**config.mk**
```make
export PLATFORM = sky130hd
export DESIGN_NAME = serial_adder
export DESIGN_NICKNAME = d
export VERILOG_FILES = /design/src/rtl/serial_adder_pkg.sv /design/src/rtl/serial_adder_fa_cell.sv /design/src/rtl/serial_adder.sv
export SDC_FILE = /design/constraint.sdc
export NUM_CORES = 1
export LEC_CHECK = 0
export CAP_MARGIN = 20
export CORE_ASPECT_RATIO = 0.75
export CORE_MARGIN = 2
export CORE_UTILIZATION = 50
export DETAILED_ROUTE_END_ITERATION = 8
export PLACE_DENSITY = 0.8
export SLEW_MARGIN = 20
export SYNTH_ARGS = -nofsm -noshare
export SYNTH_HDL_FRONTEND = slang
export SYNTH_HIERARCHICAL = 1
export SYNTH_SLANG_ARGS = --single-unit
```
**constraint.sdc**
```tcl
create_clock -name clk -period 1.45 [get_ports clk]
set_clock_uncertainty 0.1 [all_clocks]
set_input_delay 0.3625 -clock clk [delete_from_list [all_inputs] [get_ports clk]]
set_output_delay 0.3625 -clock clk [all_outputs]
set_load 0.005 [all_outputs]
```
**src/rtl/serial_adder_pkg.sv**
```systemverilog
// Shared definitions for the bit-serial adder: FSM states and default operand width.
package serial_adder_pkg;

    typedef enum logic [1:0] {
        IDLE = 2'd0,
        RUN  = 2'd1,
        DONE = 2'd2
    } state_t;

    localparam int ADDER_W_DEFAULT = 4;

endpackage

```
**src/rtl/serial_adder_fa_cell.sv**
```systemverilog
// One-bit full-adder cell; the serial adder pushes one operand bit pair through it per cycle.
module fa_cell (
    input  logic x,
    input  logic y,
    input  logic ci,
    output logic s,
    output logic co
);

    assign s  = x ^ y ^ ci;
    assign co = (x & y) | (ci & (x ^ y));

endmodule

```
**src/rtl/serial_adder.sv**
```systemverilog
// Bit-serial N-bit adder, LSB first, one bit per clock through a single full-adder cell.
// Optional two's-complement overflow output is enabled by defining SERIAL_ADDER_OVF_EN.
module serial_adder
    import serial_adder_pkg::*;
#(
    parameter int N = ADDER_W_DEFAULT
) (
    input  logic         clk,
    input  logic         rst,
    input  logic         start,
    input  logic [N-1:0] a,
    input  logic [N-1:0] b,
    input  logic         cin,
    output logic         busy,
    output logic         done,
    output logic [N-1:0] sum,
    output logic         cout
`ifdef SERIAL_ADDER_OVF_EN
    ,
    output logic         ovf
`endif
);

    // Handshake: start is accepted only in IDLE or DONE; done pulses for one cycle
    // N+1 cycles after acceptance, and sum/cout are valid from then until the next accepted start.
    localparam int CW = $clog2(N) + 1;

    state_t         state;
    logic [N-1:0]   a_sh;
    logic [N-1:0]   b_sh;
    logic           carry;
    logic [CW-1:0]  cnt;
    logic           fa_s;
    logic           fa_co;
    logic           last;

    fa_cell u_fa (
        .x  (a_sh[0]),
        .y  (b_sh[0]),
        .ci (carry),
        .s  (fa_s),
        .co (fa_co)
    );

    assign last = (cnt == CW'(N - 1));

    always_ff @(posedge clk) begin
        if (rst) begin
            state <= IDLE;
            a_sh  <= '0;
            b_sh  <= '0;
            carry <= 1'b0;
            cnt   <= '0;
            busy  <= 1'b0;
            done  <= 1'b0;
            sum   <= '0;
            cout  <= 1'b0;
`ifdef SERIAL_ADDER_OVF_EN
            ovf   <= 1'b0;
`endif
        end else begin
            case (state)
                IDLE, DONE: begin
                    done <= 1'b0;
                    if (start) begin
                        a_sh  <= a;
                        b_sh  <= b;
                        carry <= cin;
                        cnt   <= '0;
                        sum   <= '0;
                        cout  <= 1'b0;
`ifdef SERIAL_ADDER_OVF_EN
                        ovf   <= 1'b0;
`endif
                        busy  <= 1'b1;
                        state <= RUN;
                    end else begin
                        state <= IDLE;
                    end
                end
                RUN: begin
                    a_sh  <= a_sh >> 1;
                    b_sh  <= b_sh >> 1;
                    carry <= fa_co;
                    cnt   <= cnt + CW'(1);
                    // Sum bits enter at the MSB so the first (LSB) bit lands at bit 0 after N shifts.
                    sum   <= {fa_s, sum[N-1:1]};
                    if (last) begin
                        state <= DONE;
                        busy  <= 1'b0;
                        done  <= 1'b1;
                        cout  <= fa_co;
`ifdef SERIAL_ADDER_OVF_EN
                        ovf   <= carry ^ fa_co;
`endif
                    end
                end
                default: state <= IDLE;
            endcase
        end
    end

endmodule
```
==> results.cfg <==
[worst_setup_path]
crit_type = register to output port
crit_fanout = 2
crit_arrival_ns = 0.91
cp.required_ns = 0.99
max_stage_delay_ns = 0.34
critPathCaptureType = output port
r2r_slack_ns = 0.14
crit_family = flip-flops
critPathSlowestCell = dfxtp_2
r2r_cells = 5
crit_chain = dlygate4sd2_1
rr_startpoint = cnt[0]
critPathBufInv = 1
crit_path_start_kind = register
r2r-end = cout

[global_routing]
grt_start_max_net_pins = 25
grt_remaining_overflow = 0
grt_pass1_wl_um = 3150
grt_pass1_vias = 717
antenna_found_initial = 0
grt_usage_pct = 17.2

[run_status]
status = complete, no violations

[floorplanning]
die_w_um = 56.1
start_util_pct = 51.8
coreArea_sq_um = 1960
die_h_um = 43.0
pin_count = 19
die_area_sq_um = 2410
row_count = 14

[synth]
post_synth_and_or_nand_nor_area_fraction_pct = 26.0
synth_top_family_by_area = simple AND/OR/NAND/NOR gates
seq_area_frac_synth_pct = 41.4
synthXorXnorAreaFrac_pct = 0
synthAdderAreaFrac_pct = 4.43
ys_ff_latch = 21
synth_cell_types = 20
ys_warn_count = 6
synth_area_sq_um = 1020
synthDominantCellAreaShare_pct = 41.4
synth_largest_area_cell = dfxtp_1
synth_compound_area_share_pct = 20.0
syn_inst = 105
syn_nets = 120
synth.area.top_cells = dfxtp_1 41%, a311oi_2 10%, nand3_2 7.9%, nand2_1 7.8%, a21oi_2 6.9%
synth.avg_cell_area_sq_um = 9.68
muxShareOfSynthArea_pct = 0

[power]
total_power_w = 0.00115
power_density_nw_per_um2 = 883
total_leakage_power_nw = 0.502
irDropWorstVdd_mv = 0.557

[placed_design]
portBuffers = 18
gp_congestion = 0.730
hpwlAfterDp_um = 1280
dpl_cell_area_sq_um = 1240

[clock_network]
tritoncts = yes
cts-htree-levels = 1
cts-root-buf = clkbuf_4
clockBufferDepth = 2
cts_buffers = 3
clk_latency_ns = 0.31
clk_pin_slew_worst_paths_ns = 0.12
clock_sinks = 21

[worst_hold_path]
min_from = a_sh[3]
worstHoldPathType = register to register
min_path_cells = 2
whs_endpoint = a_sh[3]

[finish]
drive_gt1_share_pct = 35.4
utilization_pct = 66.5
antenna-diode-count = 0
synthToLayoutAreaGrowth_pct = 28.4
layout_common_cells = 21 x nand2_1, 14 x dfxtp_1, 11 x clkdlybuf4s50_1
fin_area_sq_um = 1310
nets = 146
final_common_cell = nand2_1

[routing]
dr.pass1.iters = 4
vias_per_cell = 5.18
vias = 797
first_iter_violations = 8
remaining_drc_errors = 0
final_antenna_net_count = 0
drt-wirelength-per-cell_um = 11.9
totalWireLength_um = 1830

[timing]
finalHoldViolCount = 0
rsz0062_at_grt = false
fin_setup_tns_ns = 0
setup_violations = 0
fmax_mhz = 730
drv_slew = 0
slew_headroom_pct = 85.8
min_period_over_period_pct = 94.4
post-route-min-period_ns = 1.37
worst_pin_slew_ns = 0.213

[flow_run]
maxCapViolations = 0
## metrics by stage
step | cells | hold slack (ns) | setup slack (ns)
global placement | 145 | 0.352 | -0.199
CTS | 154 | 0.379 | 0.0704
detailed placement | 145 | 0.360 | -0.228
finish | 154 | 0.372 | 0.0811
floorplan | 105 | 0.330 | 0.259
global route | 154 | 0.398 | 0.0330
## how the worst max path moves through the flow
stage,start,to,slack (ns),depth (start not counted)
after floorplan,cnt[0],cout,0.26,5
after global placement,start,b_sh[2],-0.20,5
after detailed placement,start,b_sh[2],-0.23,5
after CTS,sum[3],sum[3],0.07,1
after global routing,cout,cout,0.03,1
final,sum[1],sum[1],0.08,1
## metal layers
layer / vias up / GRT usage [%] / wire length, um
met2: 15 / 28.0 / 837
met4: 0 / 5.71 / 22
met5: - / 0 / 0
li1: 405 / - / -
met3: 4 / 6.40 / 80
met1: 373 / 21.1 / 893
## Yosys cell counts, drive strengths merged
cell type  number
nor3b           1
o21a            1
nor2b           2
a21oi          12
nand2b          4
dfxtp          21
nand3b          1
nand3          11
fa              1
nor2           10
buf             9
ha              2
inv             2
a311oi          7
nand2          21
## flip-flops by register name, summed over array words and instances, names as in the netlist
register	count
state	2
busy	1
done	1
b_sh	4
cout	1
a_sh	4
sum	4
cnt	3
carry	1
## cell families (layout without fill, tap and decap cells)
kind of cell,after synthesis,in the layout
AND/OR/NAND/NOR,50,50
adder cells (fa/ha/maj),3,3
AO/OA/AOI/OAI,20,20
buffers and inverters,11,36
flip-flops,21,21
## power by group
part | total (W) | internal [W] | switching, W
Sequential | 0.000632 | 0.000611 | 0.0000211
Combinational | 0.000231 | 0.000117 | 0.000114
Clock | 0.000290 | 0.000103 | 0.000186
Total | 0.00115 | 0.000831 | 0.000321
## timing repair
item                                    in CTS  in global routing
resized for setup                           14                  0
buffers inserted                             5                  0
hold buffers                                 0                  0
endpoints found under the setup margin       7                  0
## area by class of cell
cell class,instances,area (sq um)
Tap cell,24,30.0
Timing Repair Buffer,30,299
Multi-Input combinational cell,73,512
Clock inverter,1,5.00
Inverter,2,7.51
Fill cell,177,657
Clock buffer,3,22.5
Sequential cell,21,429
Note: power is estimated with default switching activity, not from simulation.
